### config.mk
export PLATFORM = sky130hd
export DESIGN_NAME = sa_seq_ctrl
export DESIGN_NICKNAME = d
export VERILOG_FILES = /design/src/rtl/sa_pkg.sv /design/src/rtl/sa_valid_pipe.sv /design/src/rtl/sa_seq_ctrl.sv
export SDC_FILE = /design/constraint.sdc
export NUM_CORES = 1
export LEC_CHECK = 0
export ABC_AREA = 1
export BUFFER_PORTS_ARGS = -buffer_cell sky130_fd_sc_hd__buf_4
export CORE_MARGIN = 1
export CORE_UTILIZATION = 35
export DETAILED_ROUTE_END_ITERATION = 16
export MAX_ROUTING_LAYER = met4
export PLACE_DENSITY = 0.56
export SYNTH_ARGS = -nofsm -noshare
export SYNTH_HDL_FRONTEND = slang
export SYNTH_SLANG_ARGS = --single-unit
### constraint.sdc
create_clock -name clk -period 7.62 [get_ports clk]
set_input_delay 1.524 -clock clk [delete_from_list [all_inputs] [get_ports clk]]
set_output_delay 1.524 -clock clk [all_outputs]
set_load 0.005 [all_outputs]
### src/rtl/sa_pkg.sv
// sa_pkg: shared state encoding, constants and bus-width helper for the sa1 sequencer.
package sa_pkg;
   typedef enum logic [2:0] {IDLE, WFILL, WLOAD, STREAM, DRAIN, DONE} state_t;
   localparam logic DATA_SEL_WEIGHT = 1'b1;
   function automatic int bussize(input int size);
      return size + 16;
   endfunction
endpackage

### src/rtl/sa_valid_pipe.sv
// sa_valid_pipe: shift register of {valid,last} tags tracking vectors in flight through the array.
module sa_valid_pipe #(
   parameter int DEPTH = 8
) (
   input  logic clk,
   input  logic rst,
   input  logic in_valid,
   input  logic in_last,
   output logic tail_valid,
   output logic tail_last,
   output logic empty
);
   logic [DEPTH-1:0] v_q, v_d, l_q, l_d;
   always_comb begin
      v_d = (v_q << 1) | DEPTH'(in_valid);
      l_d = (l_q << 1) | DEPTH'(in_valid & in_last);
   end
   always_ff @(posedge clk or posedge rst) begin
      if (rst) begin
         v_q <= '0;
         l_q <= '0;
      end else begin
         v_q <= v_d;
         l_q <= l_d;
      end
   end
   assign tail_valid = v_q[DEPTH-1];
   assign tail_last  = l_q[DEPTH-1];
   assign empty      = ~|v_q;
endmodule

### src/rtl/sa_seq_ctrl.sv
// sa_seq_ctrl: buffers a weight tile, shifts it into the sa1 array, streams activations
// and returns each column-result vector with valid/last once the array latency has elapsed.
module sa_seq_ctrl
   import sa_pkg::*;
#(
   parameter int SIZE     = 4,
   parameter int PIPE_LAT = 8,
   parameter int CNT_W    = 16
) (
   input  logic                        clk,
   input  logic                        rst,
   input  logic                        start,
   input  logic [CNT_W-1:0]            num_vec,
   output logic                        busy,
   output logic                        done,
   input  logic                        w_valid,
   output logic                        w_ready,
   input  logic [8*SIZE-1:0]           w_data,
   input  logic                        a_valid,
   output logic                        a_ready,
   input  logic [8*SIZE-1:0]           a_data,
   output logic                        sa_data_sel,
   output logic [8*SIZE-1:0]           sa_data,
   input  logic [SIZE*bussize(SIZE)-1:0] sa_result,
   output logic                        r_valid,
   output logic [SIZE*bussize(SIZE)-1:0] r_data,
   output logic                        r_last
);
   localparam int DW   = 8 * SIZE;
   localparam int RW   = SIZE * bussize(SIZE);
   localparam int WC_W = SIZE > 1 ? $clog2(SIZE) : 1;
   localparam logic [WC_W-1:0] W_LAST = WC_W'(SIZE - 1);

   state_t            state_q, state_d;
   logic [WC_W-1:0]   wcnt_q, wcnt_d;
   logic [CNT_W-1:0]  vcnt_q, vcnt_d, num_q, num_d;
   logic [DW-1:0]     wbuf_q [SIZE];
   logic [DW-1:0]     wbuf_d [SIZE];
   logic [DW-1:0]     sa_data_q, sa_data_d;
   logic [RW-1:0]     r_data_q, r_data_d;
   logic              sel_q, sel_d, push_v_q, push_v_d, push_l_q, push_l_d;
   logic              r_valid_q, r_valid_d, r_last_q, r_last_d, done_q, done_d;
   logic              w_acc, a_acc, last_acc, tail_valid, tail_last, pipe_empty;

   assign w_ready  = state_q == WFILL;
   assign a_ready  = state_q == STREAM && vcnt_q < num_q;
   assign w_acc    = w_valid & w_ready;
   assign a_acc    = a_valid & a_ready;
   assign last_acc = a_acc && vcnt_q == num_q - CNT_W'(1);

   always_comb begin
      state_d = state_q;
      wcnt_d  = wcnt_q;
      vcnt_d  = vcnt_q;
      num_d   = num_q;
      wbuf_d  = wbuf_q;
      case (state_q)
         IDLE: if (start) begin
            state_d = WFILL;
            num_d   = num_vec;
            wcnt_d  = '0;
            vcnt_d  = '0;
         end
         WFILL: if (w_acc) begin
            wbuf_d[wcnt_q] = w_data;
            wcnt_d  = wcnt_q == W_LAST ? '0 : wcnt_q + WC_W'(1);
            state_d = wcnt_q == W_LAST ? WLOAD : WFILL;
         end
         WLOAD: begin
            wcnt_d  = wcnt_q == W_LAST ? '0 : wcnt_q + WC_W'(1);
            state_d = wcnt_q != W_LAST ? WLOAD : num_q == '0 ? DONE : STREAM;
         end
         STREAM: if (a_acc) begin
            vcnt_d  = vcnt_q + CNT_W'(1);
            state_d = last_acc ? DRAIN : STREAM;
         end
         // the final result has left the array once r_last is on the output register
         DRAIN:   state_d = pipe_empty && r_valid_q && r_last_q ? DONE : DRAIN;
         DONE:    state_d = IDLE;
         default: state_d = IDLE;
      endcase
      sel_d     = state_q == WLOAD ? DATA_SEL_WEIGHT : ~DATA_SEL_WEIGHT;
      sa_data_d = state_q == WLOAD ? wbuf_q[wcnt_q] : a_acc ? a_data : '0;
      push_v_d  = a_acc;
      push_l_d  = last_acc;
      r_valid_d = tail_valid;
      r_last_d  = tail_valid & tail_last;
      r_data_d  = tail_valid ? sa_result : r_data_q;
      done_d    = state_d == DONE;
   end

   always_ff @(posedge clk or posedge rst) begin
      if (rst) begin
         state_q   <= IDLE;
         wcnt_q    <= '0;
         vcnt_q    <= '0;
         num_q     <= '0;
         sa_data_q <= '0;
         sel_q     <= 1'b0;
         push_v_q  <= 1'b0;
         push_l_q  <= 1'b0;
         r_valid_q <= 1'b0;
         r_last_q  <= 1'b0;
         r_data_q  <= '0;
         done_q    <= 1'b0;
      end else begin
         state_q   <= state_d;
         wcnt_q    <= wcnt_d;
         vcnt_q    <= vcnt_d;
         num_q     <= num_d;
         sa_data_q <= sa_data_d;
         sel_q     <= sel_d;
         push_v_q  <= push_v_d;
         push_l_q  <= push_l_d;
         r_valid_q <= r_valid_d;
         r_last_q  <= r_last_d;
         r_data_q  <= r_data_d;
         done_q    <= done_d;
      end
   end

   always_ff @(posedge clk) wbuf_q <= wbuf_d;

   // tags enter alongside sa_data, so the tail lines up with the stable sa_result
   sa_valid_pipe #(.DEPTH(PIPE_LAT)) u_pipe (
      .clk        (clk),
      .rst        (rst),
      .in_valid   (push_v_q),
      .in_last    (push_l_q),
      .tail_valid (tail_valid),
      .tail_last  (tail_last),
      .empty      (pipe_empty)
   );

   assign busy        = state_q != IDLE;
   assign done        = done_q;
   assign sa_data_sel = sel_q;
   assign sa_data     = sa_data_q;
   assign r_valid     = r_valid_q;
   assign r_data      = r_data_q;
   assign r_last      = r_last_q;
endmodule

After elaboration in Yosys (flattened, before gate mapping)
Cells that the tools add are included.
{ "word_totals": {"ff_bits": 299, "elab_cells": 83} }
{ "classes": {"bitwise": 7, "n_eq_ne": 11, "addsub": 3, "magnitude_cmp": 3, "n_mux": 25, "reduce_logical": 16} }
{ "ops": {"columns": ["op", "n"], "rows": [
  ["32-bit 2-to-1 mux", 5],
  ["128-bit bitwise mux", 1],
  ["32-bit binary-select mux with 2-bit select", 1],
  ["32-bit demux with 2-bit select", 1],
  ["16-bit 2-to-1 mux", 2],
  ["16-bit one-hot mux with 2 select lines", 1],
  ["3-bit 2-to-1 mux", 6],
  ["16-bit by 1-bit adder with 16-bit output, second input constant", 1],
  ["16-bit == test", 1],
  ["16-bit zero test", 1],
  ["16-bit < comparator", 1],
  ["16-bit by 1-bit subtractor with 16-bit output, second input constant", 1],
  ["3-bit one-hot mux with 5 select lines", 1],
  ["2-bit 2-to-1 mux", 4],
  ["8-bit by 1-bit OR with 8-bit output", 1],
  ["8-bit OR", 1],
  ["8-bit OR reduction", 1],
  ["3-bit by 2-bit == test with 1-bit output, second input constant", 2],
  ["3-bit == test, second input constant", 2],
  ["2-bit inequality test, second input constant", 3],
  ["2-bit one-hot mux with 3 select lines", 1],
  ["3-bit AND reduction", 2],
  ["3-bit nonzero test", 2],
  ["1-bit logical AND", 5],
  ["other kinds (13)", 18]
]} }

Depth between registers and ports, before layout
{ "depth": {"ltp_word": 8, "depth_mapped": 16} }

Hierarchy
Synthesis repeated with hierarchy kept, for this count alone.
{ "unflattened": {"hier_cells": 1031, "hier_area_um2": 12370.6} }
{ "modules_own_cells": {"columns": ["mod", "area_per_inst_um2", "cells_each", "instances"], "rows": [
  ["sa_seq_ctrl", 11932.7, 1005, 1],
  ["sa_valid_pipe", 437.9, 26, 1]
]} }

Worst setup path before layout
No wires, ideal clock.
{ "synth_timing": {"path_kind": "in2reg", "start": "in w_valid", "end": "reg done_q, in the netlist done", "setup_slack_ps": 4128, "required_time_ps": 7500, "path_stages": 5, "arrival_time_ps": 3371, "setup_time_ps": 120, "path_buffers": 0, "cell_sequence": "nand2_1 nor2_1 a21oi_1 nand3_1 nor2_2"} }
{ "synth_between": {"elab_chain_cells": 4} }
{ "synth_rtl": {"columns": ["element", "line", "rtl"], "rows": [
  ["from (decl)", "sa_seq_ctrl.sv:16", "input logic w_valid,"],
  ["1-bit AND", "sa_seq_ctrl.sv:47", "assign w_acc = w_valid & w_ready;"],
  ["3-bit 2-to-1 mux", "sa_seq_ctrl.sv:64", "WFILL: if (w_acc) begin"],
  ["3-bit one-hot mux with 5 select lines", "sa_seq_ctrl.sv:57", "case (state_q)"],
  ["3-bit == test", "sa_seq_ctrl.sv:89", "done_d = state_d == DONE;"],
  ["named net done_d", "sa_seq_ctrl.sv:42", "logic r_valid_q, r_valid_d, r_last_q, r_last_d, done_q, done_d;"],
  ["to (signal assigned)", "sa_seq_ctrl.sv:118", "done_q <= done_d;"],
  ["to (decl)", "sa_seq_ctrl.sv:42", null]
]} }
The timed path passes the listed nets, and every way through them passes these cells.
A chain may end at the register's enable or synchronous reset.

Worst setup path in the final report
{ "layout_timing": {"start": "reg num_q[15]", "end": "out a_ready"} }
{ "layout_between": {"elab_chain_cells": 2} }
{ "layout_rtl": {"columns": ["element", "line", "rtl"], "rows": [
  ["from (decl)", "sa_seq_ctrl.sv:36", "logic [CNT_W-1:0] vcnt_q, vcnt_d, num_q, num_d;"],
  ["from (signal assigned)", "sa_seq_ctrl.sv:110", "num_q <= num_d;"],
  ["16-bit < comparator", "sa_seq_ctrl.sv:46", "assign a_ready = state_q == STREAM && vcnt_q < num_q;"],
  ["1-bit logical AND", "sa_seq_ctrl.sv:46", null],
  ["to (decl)", "sa_seq_ctrl.sv:20", "output logic a_ready,"]
]} }
Every way passes these cells.

==> out/results.tsv <==
stage	metric	value	unit
outcome	outcome	finished, final reports clean	
worst_hold_path	holdCritStartpoint	u_pipe.l_q[0]	
logic_synthesis	syn_inst	1200	
logic_synthesis	synth-xor-area-share	0.00636	
logic_synthesis	synthSimpleGateAreaFrac	0.192	
worst_hold_path	min_to	u_pipe.l_q[1]	
power_and_ir_drop	swShare	0.352	
routing	num_vias	9378	
die	die_h	190	µm
setup_path	crit_path_max_fanout	3	
final_layout	synthToLayoutAreaGrowth	29.0	%
sta	rsz0062_at_grt	false	
logic_synthesis	yosysTopAreaCellShare	0.345	
power_and_ir_drop	vdd_drop_max	189	µV
final_layout	fill_cells	3280	
clock_network	cts_tree	built	
logic_synthesis	ys.flop_type	dfrtp_1	
die	initial_core_util	0.357	
routing	ant_nets	0	
final_layout	final_nets	1663	
sta	slew_headroom	0.233	
setup_path	cp.arrival	2160	ps
power_and_ir_drop	internal-power	3.84	mW
sta	skew	13.9	ps
clock_network	holdBufCountCts	0	
sta	worstMarginPinSlew	1150	ps
sta	fin_setup_tns	0	ps
placed_design	portBuffers	283	
routing	firstDrtPassIters	5	
setup_path	worstReg2RegStart	num_q[3]	
clock_network	postCtsSetupRepairBufs	0	
global_routing	grt_first_pass_wirelength	50700	µm
final_layout	layout-drive-gt1-share	0.250	
setup_path	required	6100	ps
logic_synthesis	avgSynthCellArea	10.3	µm²
routing	drt_iter0_drc	498	
die	die_area	0.0362	mm²
global_routing	antenna_found_initial	2	
clock_network	cts-root-buf	clkbuf_16	
logic_synthesis	yosysWarnings	0	
global_routing	grt_max_degree	107	
sta	hold_violations	0	
die	fp-row-count	68	
power_and_ir_drop	switching_power	2.08	mW
power_and_ir_drop	powerDensity	370	mW/mm²
logic_synthesis	synth_edf_count	128	
logic_synthesis	synth-compound-area-share	0.0857	
sta	finalMaxSlewViolations	0	
global_routing	grt_pass1_vias	9232	
logic_synthesis	ys_async_sr_fraction	0.572	
global_routing	grt_use_total	0.185	
die	fp.coreArea	0.0347	mm²
placed_design	gp_congestion	0.878	
logic_synthesis	synthAdderAreaFrac	0.0222	
clock_network	clk_latency	560	ps
clock_network	ctsResizeCount	0	
sta	setup_viol_count_final	0	
logic_synthesis	muxShareOfSynthArea	0	
logic_synthesis	synth_area	0.0124	mm²
setup_path	crit_slowest_cell	dfrtp_1	
clock_network	cts_made_buffers	31	
power_and_ir_drop	cellLeakagePower	7.40	nW
die	pin_count	284	
power_and_ir_drop	clkPwrFrac	0.248	
power_and_ir_drop	power_frac_seq	0.408	
clock_network	cts_max_level	1	
sta	max_freq	271	MHz
routing	wl_per_cell	16.8	µm
job	drv_cap	0	
power_and_ir_drop	finalPower	5.91	mW
logic_synthesis	synth_top_family_by_area	simple AND/OR/NAND/NOR gates	
setup_path	critPathMaxStageDelay	420	ps
routing	wl	32900	µm
placed_design	place_ws	4220	ps
worst_hold_path	whs_path_depth	0	
setup_path	cp_cell_sequence	inv_1 > ha_1 > nand3_1 > nor3_1 > nand2_1 > nand2_1 > inv_1 > buf_4	
clock_network	path_clk_slew	60	ps
setup_path	startpoint	num_q[15]	
routing	avgViaCountPerCell	4.79	
setup_path	r2r_end	done	
sta	period_minus_slack	3690	ps
sta	timing.final.ws_setup	3930	ps
logic_synthesis	ys_seq_area_frac	0.656	
final_layout	final_util	0.461	
global_routing	grt_overflow	0	
setup_path	path_class	reg -> out	
sta	period_share	0.484	
setup_path	r2r_setup_slack	4710	ps
clock_network	cts_num_sinks	299	
logic_synthesis	synth_top_cell_by_area	dfrtp_1	
clock_network	cts_buffer_depth	3	
logic_synthesis	syn_nets	1387	
power_and_ir_drop	p_comb_frac	0.344	
die	die_w	190	µm
logic_synthesis	ys_types	38	
routing	route.detailed.drc	0	
placed_design	dpl.hpwl	22100	µm
logic_synthesis	yosys_register_bits	299	
worst_hold_path	min-delay-path-class	reg -> reg	
setup_path	reg2reg_depth	13	
logic_synthesis	netlist_top_cells_area	dfrtp_1, edfxtp_1, nand2_1	
setup_path	cp-start-kind	flop	
setup_path	worst_setup_path_end_kind	primary output	
power by group through the flow:
stage | sequential, mW | clock, mW | combinational, mW
after floorplan | 2.38 | 0 | 1.13
after global placement | 2.43 | 0 | 2.04
after detailed placement | 2.44 | 0 | 2.06
after CTS | 2.42 | 1.51 | 2.06
after global routing | 2.47 | 1.57 | 2.30
final | 2.41 | 1.46 | 2.04
cell usage in the layout, fill, tap and decap left out, drive strengths merged, types with 3 or more instances in the layout:
cell,netlist,final
edfxtp,128,128
nor2,132,132
a31oi,7,7
dfrtp,171,171
buf,8,292
nand3,31,31
nand3b,5,5
clkbuf,41,44
nand4,10,10
nor4,3,3
a22o,27,27
inv,71,72
nand2,366,366
nor3,18,18
o21ai,91,91
ha,22,22
xnor2,4,4
clkinv,1,11
nor3b,3,3
o22ai,28,28
xor2,5,5
a21oi,21,21
cells by family after synthesis:
logic type      count (synthesis)
xor+xnor                        9
buf+inv                       121
fa+ha+maj                      22
compound gates                180
flops                         299
simple gates                  569
worst max-delay path, delay by kind of cell (launching register included):
| family | cells | cell delay (ps) |
|---|---|---|
| buffers and inverters | 3 | 240 |
| DFF | 1 | 420 |
| and+or+nand+nor | 4 | 640 |
| adders and majority gates | 1 | 310 |
registers in the layout (all words and copies together), names as in the netlist, 2 cells and up:
name        count
u_pipe.v_q      8
vcnt_q         16
sa_data        32
num_q          16
wbuf_q        128
u_pipe.l_q      8
state_q         3
wcnt_q          2
r_data         80
worst max-delay path by stage:
stage,slack (ps),cells past startpoint,to
2_1_floorplan,1460,1,done
3_3_place_gp,4230,3,u_pipe.v_q[7]
3_5_place_dp,4220,3,u_pipe.v_q[7]
4_1_cts,3910,12,a_ready
5_1_grt,3740,10,a_ready
6_report,3930,8,a_ready
cell usage after synthesis (21+ instances only):
cell type	n
a22o_1	27
o21ai_0	91
nor2_1	121
a21oi_1	21
clkbuf_1	41
dfrtp_1	171
nand2_1	360
o22ai_1	28
edfxtp_1	128
inv_1	67
ha_1	22
nand3_1	30
cell type report:
type                    count  area, µm²  area share
flip-flops and latches    299       8130       0.508
multi-input cells         780       3830       0.240
repair buffers            292       2190       0.137
clock buffers              44        865      0.0541
well taps                 455        569      0.0356
inverters                  72        275      0.0172
clock inverters            13        120     0.00751
diodes                      2       5.00    0.000313
routing by layer:
layer,GRT usage,wire (µm),vias up
met4,0.0412,639,0
met1,0.242,14700,4443
met3,0.0413,2410,44
li1,-,-,4576
met5,-,0,-
met2,0.294,15100,315
metrics by stage:
step / hold WS [ps] / instances / instance area [µm²]
finish: 350 / 1957 / 16000
global route: 353 / 1957 / 16000
CTS: 350 / 1955 / 16000
detailed placement: 338 / 1898 / 15000
global placement: 334 / 1898 / 15000
floorplan: 331 / 1200 / 12400
Power figures use the tool's default switching activity.
